<file path="src/rtl/fft_frame_arbiter_pkg.sv">
//------------------------------------------------------------------------------
// fft_pkg : shared states, defaults and sizing helper for the FFT frame arbiter
// Revision: 1.0
//------------------------------------------------------------------------------
`default_nettype none

package fft_pkg;

   localparam int N_PTS_DEF = 64;
   localparam int DW_DEF    = 32;

   typedef enum logic [2:0] {
      IDLE    = 3'd0,
      GRANT   = 3'd1,
      LOAD    = 3'd2,
      COMPUTE = 3'd3,
      DRAIN   = 3'd4
   } state_t;

   // ceil(log2(v)), at least 1 so counters never collapse to zero width
   function automatic int log2c(input int v);
      int r;
      r = 1;
      for (int i = 1; i < 31; i++) begin
         if ((1 << i) < v) r = i + 1;
      end
      return r;
   endfunction

endpackage

`default_nettype wire

</file>
<file path="src/rtl/fft_frame_arbiter_if.sv">
//------------------------------------------------------------------------------
// fft_frame_arbiter_if : source, core and result signals of the frame arbiter
// Revision: 1.0
//------------------------------------------------------------------------------
`default_nettype none

interface fft_frame_arbiter_if #(
   parameter int DW = 32
);
   logic [1:0]    req;
   logic [1:0]    s_valid;
   logic [DW-1:0] s_data0;
   logic [DW-1:0] s_data1;
   logic [1:0]    s_ready;
   logic [1:0]    grant;
   logic          core_start;
   logic          core_valid;
   logic [DW-1:0] core_din;
   logic          core_output_start;
   logic [DW-1:0] core_dout;
   logic          out_valid;
   logic [DW-1:0] out_data;
   logic          out_owner;
   logic          out_last;
   logic [1:0]    frame_done;
   logic          err_timeout;

   modport master (
      input  req, s_valid, s_data0, s_data1, core_output_start, core_dout,
      output s_ready, grant, core_start, core_valid, core_din,
             out_valid, out_data, out_owner, out_last, frame_done, err_timeout
   );

   modport slave (
      output req, s_valid, s_data0, s_data1, core_output_start, core_dout,
      input  s_ready, grant, core_start, core_valid, core_din,
             out_valid, out_data, out_owner, out_last, frame_done, err_timeout
   );
endinterface

`default_nettype wire

</file>
<file path="src/rtl/fft_frame_arbiter_rr_arb2.sv">
//------------------------------------------------------------------------------
// rr_arb2 : two-requester round-robin picker, source 0 favoured after reset
// Revision: 1.0
//------------------------------------------------------------------------------
`default_nettype none

module rr_arb2 (
   input  logic       clk,
   input  logic       nrst,
   input  logic [1:0] req,
   input  logic       en,
   output logic [1:0] gnt
);

   logic r_last_grant;

   always_comb begin
      gnt = 2'b00;
      case (req)
         2'b01:   gnt = 2'b01;
         2'b10:   gnt = 2'b10;
         2'b11:   gnt = r_last_grant ? 2'b01 : 2'b10;
         default: gnt = 2'b00;
      endcase
   end

   always_ff @(posedge clk) begin
      if (!nrst) begin
         r_last_grant <= 1'b1;
      end else if (en) begin
         r_last_grant <= gnt[1];
      end
   end

endmodule

`default_nettype wire

</file>
<file path="src/rtl/fft_frame_arbiter.sv">
//------------------------------------------------------------------------------
// fft_frame_arbiter : shares one FFT core between two frame sources, one frame in flight
// Revision: 1.0
//------------------------------------------------------------------------------
`default_nettype none

module fft_frame_arbiter
   import fft_pkg::*;
#(
   parameter int N_PTS   = N_PTS_DEF,
   parameter int DW      = DW_DEF,
   parameter int TIMEOUT = 512
) (
   input  logic               clk,
   input  logic               nrst,
   fft_frame_arbiter_if.master bus
);

   localparam int c_cnt_w = log2c(N_PTS);
   localparam int c_wd_w  = log2c(TIMEOUT);
   localparam logic [c_cnt_w-1:0] c_last_smp = c_cnt_w'(N_PTS - 1);
   localparam logic [c_wd_w-1:0]  c_last_wd  = c_wd_w'(TIMEOUT - 1);

   state_t               r_state;
   logic [1:0]           r_grant;
   logic [1:0]           r_s_ready;
   logic                 r_core_start;
   logic                 r_out_valid;
   logic [DW-1:0]        r_out_data;
   logic                 r_out_owner;
   logic                 r_out_last;
   logic [1:0]           r_frame_done;
   logic                 r_err_timeout;
   logic                 r_cos_prev;
   logic [c_cnt_w-1:0]   r_cnt;
   logic [c_wd_w-1:0]    r_wdog;

   logic [1:0]           w_pick;
   logic                 w_arb_en;
   logic                 w_sel;
   logic                 w_load;
   logic                 w_accept;
   logic                 w_rise;
   logic [c_cnt_w-1:0]   w_cnt_nxt;

   assign w_sel     = r_grant[1];
   assign w_load    = (r_state == LOAD);
   assign w_accept  = w_load & bus.s_valid[w_sel];
   assign w_rise    = bus.core_output_start & ~r_cos_prev;
   assign w_arb_en  = (r_state == IDLE) & (|bus.req);
   assign w_cnt_nxt = r_cnt + 1'b1;

   rr_arb2 u_rr_arb2 (
      .clk  (clk),
      .nrst (nrst),
      .req  (bus.req),
      .en   (w_arb_en),
      .gnt  (w_pick)
   );

   always_ff @(posedge clk) begin
      if (!nrst) begin
         r_state       <= IDLE;
         r_grant       <= 2'b00;
         r_s_ready     <= 2'b00;
         r_core_start  <= 1'b0;
         r_out_valid   <= 1'b0;
         r_out_data    <= '0;
         r_out_owner   <= 1'b0;
         r_out_last    <= 1'b0;
         r_frame_done  <= 2'b00;
         r_err_timeout <= 1'b0;
         r_cos_prev    <= 1'b0;
         r_cnt         <= '0;
         r_wdog        <= '0;
      end else begin
         r_cos_prev   <= bus.core_output_start;
         r_core_start <= 1'b0;
         r_frame_done <= 2'b00;
         case (r_state)
            IDLE: begin
               if (|bus.req) begin
                  r_grant      <= w_pick;
                  r_core_start <= 1'b1;
                  r_state      <= GRANT;
               end
            end
            GRANT: begin
               r_s_ready <= w_sel ? 2'b10 : 2'b01;
               r_cnt     <= '0;
               r_state   <= LOAD;
            end
            LOAD: begin
               if (w_accept) begin
                  if (r_cnt == c_last_smp) begin
                     r_cnt     <= '0;
                     r_s_ready <= 2'b00;
                     r_wdog    <= '0;
                     r_state   <= COMPUTE;
                  end else begin
                     r_cnt <= w_cnt_nxt;
                  end
               end
            end
            COMPUTE: begin
               // The first result is already on core_dout in the rising-edge cycle
               if (w_rise) begin
                  r_out_valid <= 1'b1;
                  r_out_data  <= bus.core_dout;
                  r_out_owner <= w_sel;
                  r_out_last  <= 1'b0;
                  r_cnt       <= '0;
                  r_state     <= DRAIN;
               end else if (r_wdog == c_last_wd) begin
                  r_err_timeout <= 1'b1;
                  r_grant       <= 2'b00;
                  r_state       <= IDLE;
               end else begin
                  r_wdog <= r_wdog + 1'b1;
               end
            end
            DRAIN: begin
               if (r_out_last) begin
                  r_out_valid <= 1'b0;
                  r_out_last  <= 1'b0;
                  r_grant     <= 2'b00;
                  r_cnt       <= '0;
                  r_state     <= IDLE;
               end else begin
                  r_out_data <= bus.core_dout;
                  r_cnt      <= w_cnt_nxt;
                  if (w_cnt_nxt == c_last_smp) begin
                     r_out_last   <= 1'b1;
                     r_frame_done <= r_grant;
                  end
               end
            end
            default: r_state <= IDLE;
         endcase
      end
   end

   assign bus.grant       = r_grant;
   assign bus.s_ready     = r_s_ready;
   assign bus.core_start  = r_core_start;
   assign bus.core_valid  = w_accept;
   assign bus.core_din    = w_load ? (w_sel ? bus.s_data1 : bus.s_data0) : '0;
   assign bus.out_valid   = r_out_valid;
   assign bus.out_data    = r_out_data;
   assign bus.out_owner   = r_out_owner;
   assign bus.out_last    = r_out_last;
   assign bus.frame_done  = r_frame_done;
   assign bus.err_timeout = r_err_timeout;

endmodule

`default_nettype wire

</file>
<file path="src/flat_wrapper.sv">
// flat-port wrapper written by rule: the top's interface ports become plain ports
module fft_frame_arbiter_flat import fft_pkg::*;
#(
   parameter int N_PTS   = N_PTS_DEF,
   parameter int DW      = DW_DEF,
   parameter int TIMEOUT = 512
)
  (clk, nrst, bus_req, bus_s_valid, bus_s_data0, bus_s_data1, bus_core_output_start, bus_core_dout, bus_s_ready, bus_grant, bus_core_start, bus_core_valid, bus_core_din, bus_out_valid, bus_out_data, bus_out_owner, bus_out_last, bus_frame_done, bus_err_timeout);
  fft_frame_arbiter_if #(.DW(DW)) bus_i ();
  input  logic clk;
  input  logic nrst;
  input wire logic [$bits(bus_i.req)-1:0] bus_req;
  input wire logic [$bits(bus_i.s_valid)-1:0] bus_s_valid;
  input wire logic [$bits(bus_i.s_data0)-1:0] bus_s_data0;
  input wire logic [$bits(bus_i.s_data1)-1:0] bus_s_data1;
  input wire logic [$bits(bus_i.core_output_start)-1:0] bus_core_output_start;
  input wire logic [$bits(bus_i.core_dout)-1:0] bus_core_dout;
  output wire logic [$bits(bus_i.s_ready)-1:0] bus_s_ready;
  output wire logic [$bits(bus_i.grant)-1:0] bus_grant;
  output wire logic [$bits(bus_i.core_start)-1:0] bus_core_start;
  output wire logic [$bits(bus_i.core_valid)-1:0] bus_core_valid;
  output wire logic [$bits(bus_i.core_din)-1:0] bus_core_din;
  output wire logic [$bits(bus_i.out_valid)-1:0] bus_out_valid;
  output wire logic [$bits(bus_i.out_data)-1:0] bus_out_data;
  output wire logic [$bits(bus_i.out_owner)-1:0] bus_out_owner;
  output wire logic [$bits(bus_i.out_last)-1:0] bus_out_last;
  output wire logic [$bits(bus_i.frame_done)-1:0] bus_frame_done;
  output wire logic [$bits(bus_i.err_timeout)-1:0] bus_err_timeout;
  assign bus_i.req = bus_req;
  assign bus_i.s_valid = bus_s_valid;
  assign bus_i.s_data0 = bus_s_data0;
  assign bus_i.s_data1 = bus_s_data1;
  assign bus_i.core_output_start = bus_core_output_start;
  assign bus_i.core_dout = bus_core_dout;
  assign bus_s_ready = bus_i.s_ready;
  assign bus_grant = bus_i.grant;
  assign bus_core_start = bus_i.core_start;
  assign bus_core_valid = bus_i.core_valid;
  assign bus_core_din = bus_i.core_din;
  assign bus_out_valid = bus_i.out_valid;
  assign bus_out_data = bus_i.out_data;
  assign bus_out_owner = bus_i.out_owner;
  assign bus_out_last = bus_i.out_last;
  assign bus_frame_done = bus_i.frame_done;
  assign bus_err_timeout = bus_i.err_timeout;
  fft_frame_arbiter #(.N_PTS(N_PTS), .DW(DW), .TIMEOUT(TIMEOUT)) u_core (.clk(clk), .nrst(nrst), .bus(bus_i));
endmodule
</file>
<file path="config.mk">
export PLATFORM = sky130hd
export DESIGN_NAME = fft_frame_arbiter_flat
export DESIGN_NICKNAME = d
export VERILOG_FILES = /design/src/rtl/fft_frame_arbiter_pkg.sv /design/src/rtl/fft_frame_arbiter_if.sv /design/src/rtl/fft_frame_arbiter_rr_arb2.sv /design/src/rtl/fft_frame_arbiter.sv /design/src/flat_wrapper.sv
export SDC_FILE = /design/constraint.sdc
export NUM_CORES = 1
export LEC_CHECK = 0
export CORE_ASPECT_RATIO = 0.7
export CORE_MARGIN = 3
export CORE_UTILIZATION = 41
export CTS_BUF_LIST = sky130_fd_sc_hd__clkbuf_2 sky130_fd_sc_hd__clkbuf_4 sky130_fd_sc_hd__clkbuf_8
export DETAILED_ROUTE_END_ITERATION = 8
export HOLD_SLACK_MARGIN = 0.06
export PLACE_DENSITY_LB_ADDON = 0.05
export SYNTH_ARGS = -nofsm -noshare
export SYNTH_HDL_FRONTEND = slang
export SYNTH_SLANG_ARGS = --single-unit
</file>
<file path="constraint.sdc">
create_clock -name clk -period 2.5 [get_ports clk]
set_clock_uncertainty 0.15 [all_clocks]
set_input_delay 0.5 -clock clk [delete_from_list [all_inputs] [get_ports clk]]
set_output_delay 0.5 -clock clk [all_outputs]
set_load 0.01 [all_outputs]
</file>
Word level (Yosys, flattened, before mapping). Cells that the tools add are included.

Logic and storage cells: 107. Register bits: 63. Input port bits: 103. Output and inout bits: 76.

Muxes and demuxes: 43. $lt $le $gt $ge: 1. Eq/ne operators: 20. Bitwise gates (word level): 8. Add/sub/neg operators: 2. Reductions and logical operators: 19.

Operator list (number): $mux W32 (4); $pmux W32 S2 (1); $mux W9 (4); $mux W6 (4); $pmux W6 S4 (1); $mux W3 (6); $pmux W9 S2 (1); $mux W2 (8); $pmux W3 S5 (1); $reduce_and A3 Y1 (5); $reduce_and A5 Y1 (3); $eq A6 B6 Y1 const B (2); $ne A2 B2 Y1 const B (6); $pmux W2 S3 (2); $add A9 B1 Y9 const B (1); $eq A9 B9 Y1 const B (1); $mux W1 (8); $add A6 B1 Y6 const B (1); $eq A3 B2 Y1 const B (2); $ne A2 B1 Y1 const B (3); $reduce_and A2 Y1 (3); $reduce_bool A2 Y1 (3); $not A1 Y1 (5); $eq A2 B2 Y1 const B (2); 13 further kinds (16).

Logic depth before layout (Yosys ltp). Gate-level depths: netlist (run 1).

Depth after elaboration: 5. Gate-level depth with buffers: 9. Gate-level depth less buffers: 7.

Cells and area by module. A second synthesis (run 1) with hierarchy kept.

Cell total of the unflattened synthesis: 411. Area total of the unflattened synthesis: 3349.5 um2.

By module, submodules not included: fft_frame_arbiter (cells an instance 404, seq. area each 1241.2 um2, times used 1, area each 3291.9 um2); rr_arb2 (cells an instance 7, seq. area each 20.0 um2, times used 1, area each 57.6 um2).

Worst setup path before layout (run 1). Ideal clock, no wire load.

Path kind: reg-to-reg. Start: reg u_core.r_wdog[0]. End: reg u_core.r_wdog[3]. Period minus slack after synthesis: 2.264 ns. Cell stages (with the launch flop): 10. Library setup time: 0.121 ns. Buffers on the path: 2. Arrival: 1.994 ns. Data required time: 2.229 ns. Path slack: 0.236 ns. Cell sequence: dfxtp_1 ha_1 and3_1 and3_1 ha_1 or3_1 buf_2 buf_2 o2111ai_1 nand2_1.

Longest elaborated chain between the ends: 4. Elaborated cells between the ends (all ways): 7. Those cells by class: add/sub (1); eq/ne (2); mux (3); reduce/logical (1).

RTL lines: start: declaration (RTL line fft_frame_arbiter.sv:36) `logic [c_wd_w-1:0] r_wdog;`; start signal: assignment (RTL line fft_frame_arbiter.sv:119) `r_wdog <= r_wdog + 1'b1;`; $add A9 B1 Y9 (RTL line fft_frame_arbiter.sv:119); $mux W9 (RTL line fft_frame_arbiter.sv:114) `end else if (r_wdog == c_last_wd) begin`; $mux W9 (RTL line fft_frame_arbiter.sv:107) `if (w_rise) begin`; $pmux W9 S2 (RTL line fft_frame_arbiter.sv:80) `case (r_state)`.

Several ways; a longest one is shown, not always the timed one. The select of a mux whose other input is x is not followed. A chain may end at the register's enable or synchronous reset.

Final worst setup path (run 1).
Start: reg u_core.r_wdog[1]. End: reg u_core.r_wdog[6].

Same word-level chain as after synthesis.

==> impl_metrics.prom, run 1 <==
# TYPE chip_impl_metric gauge
chip_impl_metric{name="ir_drop",unit="uV"} 469
chip_impl_metric{name="final.period_utilization",unit="%"} 95.3
chip_impl_metric{name="switching_power",unit="W"} 0.000720
chip_impl_info{name="worst_setup_path_startpoint",value="u_core.r_wdog[1]"} 1
chip_impl_metric{name="synth.ff_latch_count",unit=""} 63
chip_impl_metric{name="routed_via_density",unit=""} 5.34
chip_impl_metric{name="power_leakage",unit="nW"} 2.31
chip_impl_metric{name="clkTransAtPathRegs",unit="ps"} 70
chip_impl_info{name="grt_setup_unrepaired",value="false"} 1
chip_impl_metric{name="cap_violations",unit=""} 0
chip_impl_metric{name="cp_max_fo",unit=""} 17
chip_impl_metric{name="grt_first_pass_wirelength",unit="microns"} 18200
chip_impl_info{name="path_class",value="reg -> reg"} 1
chip_impl_metric{name="drt_first_iter_violations",unit=""} 198
chip_impl_metric{name="grt_antenna_before_repair",unit=""} 0
chip_impl_metric{name="drt-pass1-iter-count",unit=""} 4
chip_impl_metric{name="die_span_x",unit="microns"} 114
chip_impl_info{name="r2r_start",value="u_core.r_wdog[1]"} 1
chip_impl_metric{name="slew_viols_final",unit=""} 0
chip_impl_metric{name="slew_headroom",unit="%"} 62.9
chip_impl_metric{name="cts-htree-levels",unit=""} 3
chip_impl_metric{name="design.portCount",unit=""} 179
chip_impl_info{name="synth_top_cell_by_area",value="sky130_fd_sc_hd__dfxtp_1"} 1
chip_impl_info{name="root_buffer",value="sky130_fd_sc_hd__clkbuf_8"} 1
chip_impl_metric{name="std_cell_rows",unit=""} 26
chip_impl_metric{name="die_area",unit="sq mm"} 0.00927
chip_impl_metric{name="max_slew.worst_pin.slew",unit="ps"} 554
chip_impl_metric{name="worst_hold_slack",unit="ps"} 301
chip_impl_info{name="crit-reg2reg-capture",value="u_core.r_wdog[6]"} 1
chip_impl_metric{name="n_antenna_cell",unit=""} 0
chip_impl_metric{name="global_route_overflow",unit=""} 0
chip_impl_metric{name="final-setup-viol-count",unit=""} 0
chip_impl_metric{name="layout_min_cycle_time",unit="ps"} 2380
chip_impl_metric{name="postSynthCellCount",unit=""} 420
chip_impl_metric{name="port_buffers",unit=""} 178
chip_impl_metric{name="post-synth-top-area-fraction",unit="%"} 37.8
chip_impl_metric{name="detailroute.via_count",unit=""} 3820
chip_impl_metric{name="timing.critical_path.arrival",unit="ps"} 2530
chip_impl_info{name="status",value="complete, no violations"} 1
chip_impl_info{name="ys.flop_type",value="sky130_fd_sc_hd__dfxtp_1"} 1
chip_impl_metric{name="die-height",unit="microns"} 81.5
chip_impl_info{name="post-synth-top-count-cell",value="sky130_fd_sc_hd__nand2_1"} 1
chip_impl_info{name="synth.top_cells.by_count",value="86 x sky130_fd_sc_hd__nand2_1, 63 x sky130_fd_sc_hd__dfxtp_1, 47 x sky130_fd_sc_hd__a21oi_1"} 1
chip_impl_metric{name="avgSynthCellArea",unit="sq um"} 7.94
chip_impl_metric{name="gp_congestion",unit=""} 0.844
chip_impl_metric{name="floorplan.initialDensity",unit="%"} 44.0
chip_impl_info{name="worst_setup_path_endpoint",value="u_core.r_wdog[6]"} 1
chip_impl_metric{name="max_clock_freq",unit="MHz"} 420
chip_impl_metric{name="power_frac_seq",unit="%"} 40.0
chip_impl_metric{name="finish.net_count",unit=""} 719
chip_impl_metric{name="first_global_vias",unit=""} 3583
chip_impl_metric{name="place_worst_setup_slack",unit="ps"} -24.9
chip_impl_metric{name="drtAntennaViolNets",unit=""} 0
chip_impl_metric{name="route.final.wire_length",unit="microns"} 11800
chip_impl_metric{name="total_clock_sinks",unit=""} 63
chip_impl_metric{name="synth_nets",unit=""} 527
chip_impl_metric{name="finalWorstSetupSlack",unit="ps"} 118
chip_impl_metric{name="clock_insertion_delay_worst_skew",unit="ps"} 350
chip_impl_metric{name="ys_warn_count",unit=""} 0
chip_impl_metric{name="critical_path_required",unit="ps"} 2640
chip_impl_metric{name="drc",unit=""} 0
chip_impl_metric{name="p_comb_share",unit="%"} 25.8
chip_impl_metric{name="reg2reg_depth",unit=""} 8
chip_impl_metric{name="synth_cell_types",unit=""} 51
chip_impl_info{name="worst_hold_path_type",value="reg -> reg"} 1
chip_impl_metric{name="core_area",unit="sq mm"} 0.00758
chip_impl_metric{name="dp_hpwl",unit="microns"} 8270
chip_impl_metric{name="totalPowerFinal",unit="W"} 0.00266
chip_impl_info{name="synth_area_leaders",value="sky130_fd_sc_hd__dfxtp_1 38%, sky130_fd_sc_hd__mux2i_1 9.9%, sky130_fd_sc_hd__nand2_1 9.7%, sky130_fd_sc_hd__a21oi_1 7.1%, sky130_fd_sc_hd__nor2_1 4.8%"} 1
chip_impl_metric{name="cts_buffers",unit=""} 9
chip_impl_metric{name="final_layout_size_suffix_gt1_share",unit="%"} 10.5
chip_impl_metric{name="pin_count_of_the_biggest_net_entering_global_routing",unit=""} 41
chip_impl_metric{name="clockBufferDepth",unit=""} 2
chip_impl_info{name="tritoncts",value="done"} 1
chip_impl_metric{name="global_route.usage.total",unit="%"} 24.8
chip_impl_info{name="endpoint_kind",value="flop"} 1
chip_impl_metric{name="synthArstFlopShare",unit="%"} 0
chip_impl_metric{name="power.clock.fraction",unit="%"} 34.2
chip_impl_metric{name="cell_internal_pwr",unit="W"} 0.00194
chip_impl_metric{name="synth.cell_area",unit="sq mm"} 0.00333
chip_impl_metric{name="synth-edff-count",unit=""} 0
chip_impl_info{name="timing.critical_path.from_type",value="flop"} 1
chip_impl_metric{name="register_to_register_path_setup_slack",unit="ps"} 120
chip_impl_metric{name="power.share.switching",unit="%"} 27.1
chip_impl_metric{name="power_per_cell_area",unit="mW/mm^2"} 473
chip_impl_metric{name="areaGrowthSynthToFinish",unit="%"} 68.6
chip_impl_metric{name="drt-wirelength-per-cell",unit="microns"} 16.6
chip_impl_metric{name="synth-seq-area-share",unit="%"} 37.8
chip_impl_metric{name="finalHoldViolations",unit=""} 0
## what timing repair did
action,CTS,global route
cloned,5,0
pin swaps,2,1
setup endpoints to repair,33,10
hold buffers,0,0
buffers inserted,5,2
resized for setup,34,11
## power by group through the flow
stage	combinational [W]	clock, W	sequential (W)
2_1_floorplan	0.000278	0	0.00109
3_3_place_gp	0.000636	0	0.00107
4_1_cts	0.000675	0.000929	0.00106
3_5_place_dp	0.000648	0	0.00107
6_report	0.000685	0.000909	0.00106
5_1_grt	0.000733	0.000973	0.00107
## critical path, cell delays in order, from the launching register on
cell and delay, ps:
sky130_fd_sc_hd__dfxtp_1 340, sky130_fd_sc_hd__ha_1 210, sky130_fd_sc_hd__and3_1 180, sky130_fd_sc_hd__and3_1 180
sky130_fd_sc_hd__ha_1 190, sky130_fd_sc_hd__or3_1 420, sky130_fd_sc_hd__buf_12 170, sky130_fd_sc_hd__a2111o_1 420
sky130_fd_sc_hd__nand2_1 70
## cells by family (layout without fill, tap and decap cells)
group,after synthesis,count (layout),share of synthesized area (%)
fa+ha+maj,4,4,1.50
buf+inv,38,230,4.95
xor+xnor,1,1,0.263
flops,63,63,37.8
compound gates,91,91,18.8
simple gates,189,194,26.4
mux,34,34,10.2
## registers in the layout (all words and copies together) (netlist names), 2 cells and up
signal	flops
u_core.bus.s_ready	2
u_core.r_cnt	6
u_core.bus.frame_done	2
u_core.bus.out_data	32
u_core.r_wdog	9
u_core.bus.grant	2
u_core.r_state	3
## placed cells by master, fill, tap and decap left out, drive strengths merged, types with 5 or more instances in the layout
cell	n
a2111o	6
a21oi	49
and2	5
and3	6
buf	30
clkbuf	13
clkdlybuf4s50	145
dfxtp	63
dlygate4sd2	23
dlymetal6s2s	10
inv	6
mux2i	33
nand2	86
nand3	15
nand4	5
nor2	43
o2111ai	6
o21ai	7
or3b	6
## layer usage
metal  routed length, microns  track usage (%)  vias up
met5                        0                0        -
met4                      129             5.22        0
met3                     1010             8.84       11
met2                     5600             40.4      139
met1                     5110             32.0     1792
li1                         -                -     1878
## layout make-up
cell class | instances | area, sq um
flip-flops and latches | 63 | 1270
multi-input cells | 324 | 1970
clock buffers | 13 | 160
inverters | 6 | 22.5
repair buffers | 208 | 2040
well taps | 98 | 123
fillers | 611 | 1960
clock inverters | 3 | 42.5
## worst min path at each step
| stage | from | end | slack, ps | depth (start not counted) |
|---|---|---|---|---|
| floorplan | u_core.r_wdog[8] | u_core.r_wdog[8] | 300 | 2 |
| global placement | u_core.bus.out_data[15] | u_core.bus.out_data[15] | 290 | 2 |
| detailed placement | u_core.bus.out_data[23] | u_core.bus.out_data[23] | 290 | 2 |
| CTS | u_core.bus.out_data[23] | u_core.bus.out_data[23] | 300 | 2 |
| global route | u_core.bus.out_data[5] | u_core.bus.out_data[5] | 320 | 2 |
| finish | u_core.bus.out_data[23] | u_core.bus.out_data[23] | 300 | 2 |
## through the flow
step / cells / setup TNS [ps] / area (sq um) / util, %
final: 715 / 0 / 5620 / 74.2
after global placement: 687 / -17.8 / 5300 / 69.9
after global routing: 715 / 0 / 5620 / 74.2
after floorplan: 420 / 0 / 3330 / -
after CTS: 713 / 0 / 5580 / 73.6
after detailed placement: 687 / -24.9 / 5300 / 69.9
Power figures use the tool's default switching activity.
==> run 2: changes to the inputs <==
PLACE_DENSITY = 0.84   (was default)
PLACE_DENSITY_LB_ADDON = default   (was 0.05)
SLEW_MARGIN = 25   (was default)
==> impl_metrics.prom, run 2 (synthesis results as in run 1) <==
# TYPE chip_impl_metric gauge
chip_impl_info{name="status",value="complete, no violations"} 1
chip_impl_metric{name="delay_of_the_slowest_cell_on_the_worst_path",unit="ps"} 450
chip_impl_metric{name="global_route.usage.total",unit="%"} 26.6
chip_impl_metric{name="totalPowerFinal",unit="W"} 0.00267
chip_impl_metric{name="final_layout_size_suffix_gt1_share",unit="%"} 10.7
chip_impl_metric{name="cts-htree-levels",unit=""} 3
chip_impl_info{name="grt_setup_unrepaired",value="false"} 1
chip_impl_info{name="timing.critical_path.slowest_stage_cell",value="sky130_fd_sc_hd__or3b_4"} 1
chip_impl_metric{name="global_route_overflow",unit=""} 0
chip_impl_metric{name="slew_viols_final",unit=""} 0
chip_impl_metric{name="port_buffers",unit=""} 178
chip_impl_metric{name="core_area",unit="sq mm"} 0.00758
chip_impl_metric{name="gp_congestion",unit=""} 0.925
chip_impl_metric{name="timing.critical_path.arrival",unit="ps"} 1740
chip_impl_info{name="tritoncts",value="done"} 1
chip_impl_metric{name="max_slew.worst_pin.slew",unit="ps"} 525
chip_impl_metric{name="floorplan.initialDensity",unit="%"} 44.0
chip_impl_metric{name="setup_total_neg_slack",unit="ps"} 0
chip_impl_metric{name="design.portCount",unit=""} 179
chip_impl_metric{name="first_global_vias",unit=""} 3835
chip_impl_metric{name="die_area",unit="sq mm"} 0.00927
chip_impl_metric{name="largest_register_ff_count",unit=""} 32
chip_impl_metric{name="clkTransAtPathRegs",unit="ps"} 70
chip_impl_metric{name="place_worst_setup_slack",unit="ps"} -32.7
chip_impl_metric{name="std_cell_rows",unit=""} 26
chip_impl_metric{name="die_span_x",unit="microns"} 114
chip_impl_metric{name="critical_path_required",unit="ps"} 1850
chip_impl_metric{name="pin_count_of_the_biggest_net_entering_global_routing",unit=""} 40
chip_impl_info{name="critical_path.cell_chain",value="or3b_4, buf_4, nor2_1, dlygate4sd2_1"} 1
chip_impl_metric{name="drtAntennaViolNets",unit=""} 0
chip_impl_metric{name="final.period_utilization",unit="%"} 95.7
chip_impl_metric{name="drt-wirelength-per-cell",unit="microns"} 17.3
chip_impl_info{name="root_buffer",value="sky130_fd_sc_hd__clkbuf_8"} 1
chip_impl_metric{name="max_clock_freq",unit="MHz"} 418
chip_impl_metric{name="worst_hold_slack",unit="ps"} 302
chip_impl_info{name="worst_hold_path_type",value="reg -> reg"} 1
chip_impl_metric{name="design_area",unit="sq mm"} 0.00563
chip_impl_metric{name="cap_violations",unit=""} 0
chip_impl_metric{name="ir_drop",unit="uV"} 355
chip_impl_metric{name="finalWorstSetupSlack",unit="ps"} 107
chip_impl_info{name="commonest_non_fill_non_tap_cell_in_the_layout",value="sky130_fd_sc_hd__clkdlybuf4s50_1"} 1
chip_impl_metric{name="drt-pass1-iter-count",unit=""} 4
chip_impl_metric{name="final-setup-viol-count",unit=""} 0
chip_impl_info{name="cp_top_family",value="simple AND/OR/NAND/NOR gates"} 1
chip_impl_metric{name="drt_first_iter_violations",unit=""} 258
chip_impl_metric{name="cell_area_placed",unit="sq mm"} 0.00532
chip_impl_metric{name="power_leakage",unit="nW"} 2.25
chip_impl_metric{name="cts_buffers",unit=""} 9
chip_impl_metric{name="grt_first_pass_wirelength",unit="microns"} 19400
chip_impl_metric{name="route.final.wire_length",unit="microns"} 12400
chip_impl_metric{name="total_clock_sinks",unit=""} 63
chip_impl_metric{name="cp_max_fo",unit=""} 6
chip_impl_metric{name="slew_headroom",unit="%"} 64.9
chip_impl_metric{name="power_per_cell_area",unit="mW/mm^2"} 474
chip_impl_metric{name="drc",unit=""} 0
chip_impl_metric{name="clock_insertion_delay_worst_skew",unit="ps"} 350
chip_impl_metric{name="die-height",unit="microns"} 81.5
chip_impl_metric{name="dp_hpwl",unit="microns"} 8840
chip_impl_info{name="final_cell_mix",value="145 x sky130_fd_sc_hd__clkdlybuf4s50_1, 86 x sky130_fd_sc_hd__nand2_1, 60 x sky130_fd_sc_hd__dfxtp_1"} 1
chip_impl_metric{name="grt_antenna_before_repair",unit=""} 0
chip_impl_metric{name="routed_via_density",unit=""} 5.43
chip_impl_info{name="endpoint_kind",value="primary output"} 1
chip_impl_metric{name="finish.net_count",unit=""} 719
chip_impl_metric{name="n_antenna_cell",unit=""} 0
chip_impl_metric{name="clockBufferDepth",unit=""} 2
chip_impl_metric{name="worstPathBufferInverterCount",unit=""} 2
chip_impl_metric{name="layout_min_cycle_time",unit="ps"} 2390
chip_impl_metric{name="areaGrowthSynthToFinish",unit="%"} 68.7
chip_impl_info{name="timing.critical_path.from_type",value="flop"} 1
chip_impl_metric{name="detailroute.via_count",unit=""} 3879
chip_impl_metric{name="finalHoldViolations",unit=""} 0
chip_impl_info{name="path_class",value="reg -> out"} 1
-- run 2: final cells by class --
type                            instances  area [sq um]
Timing Repair Buffer                  209          2040
Multi-Input combinational cell        323          1970
Fill cell                             576          1950
Sequential cell                        63          1270
Clock buffer                           10           138
Tap cell                               98           123
Clock inverter                          6          70.1
Inverter                                6          22.5
-- run 2: stage by stage --
step / std cells / utilization (%)
after floorplan: 420 / -
after global placement: 688 / 70.1
after detailed placement: 688 / 70.1
after CTS: 715 / 73.9
after global routing: 715 / 74.2
final: 715 / 74.2
-- run 2: worst paths after layout --
kind	start	end	slack, ps	cells after the start
hold / removal	u_core.bus.out_data[6]	u_core.bus.out_data[6]	300	2
setup reg to reg	u_core.r_wdog[1]	u_core.r_wdog[6]	210	7
hold reg to reg	u_core.bus.out_data[6]	u_core.bus.out_data[6]	300	2
setup / recovery	u_core.r_state[0]	bus_core_din[14]	110	4
-- run 2: routing by layer --
| layer | global-route usage [%] | vias up | routed length, microns |
|---|---|---|---|
| met5 | 0 | - | 0 |
| met4 | 7.00 | 0 | 193 |
| met3 | 7.14 | 23 | 746 |
| met2 | 46.2 | 123 | 6250 |
| met1 | 33.1 | 1855 | 5210 |
| li1 | - | 1878 | - |
-- run 2: timing repair --
| action | in CTS | in global routing |
|---|---|---|
| hold buffers | 0 | 0 |
| pin swaps | 4 | 0 |
| gates resized for setup | 37 | 8 |
| setup buffers | 7 | 0 |
| endpoints found under the setup margin | 33 | 13 |
| gates cloned | 4 | 0 |
-- run 2: power breakdown --
| group | total [W] | switching, W | internal [W] | leakage (nW) |
|---|---|---|---|---|
| clock | 0.000915 | 0.000425 | 0.000490 | 0.0947 |
| combinational | 0.000686 | 0.000303 | 0.000383 | 1.65 |
| sequential | 0.00107 | 0.0000314 | 0.00104 | 0.511 |
-- run 2: worst reg2reg max path, delay by kind of cell, from the launching register on --
| kind | cells | cell delay, ps |
|---|---|---|
| flops | 1 | 340 |
| fa+ha+maj | 2 | 390 |
| compound gates | 1 | 440 |
| simple gates | 4 | 910 |
==> run 3: changes to the inputs <==
SLEW_MARGIN = default   (was 25)
==> results of run 3 <==
Same layout as run 2: the final DEF is identical, and so are final timing and power.
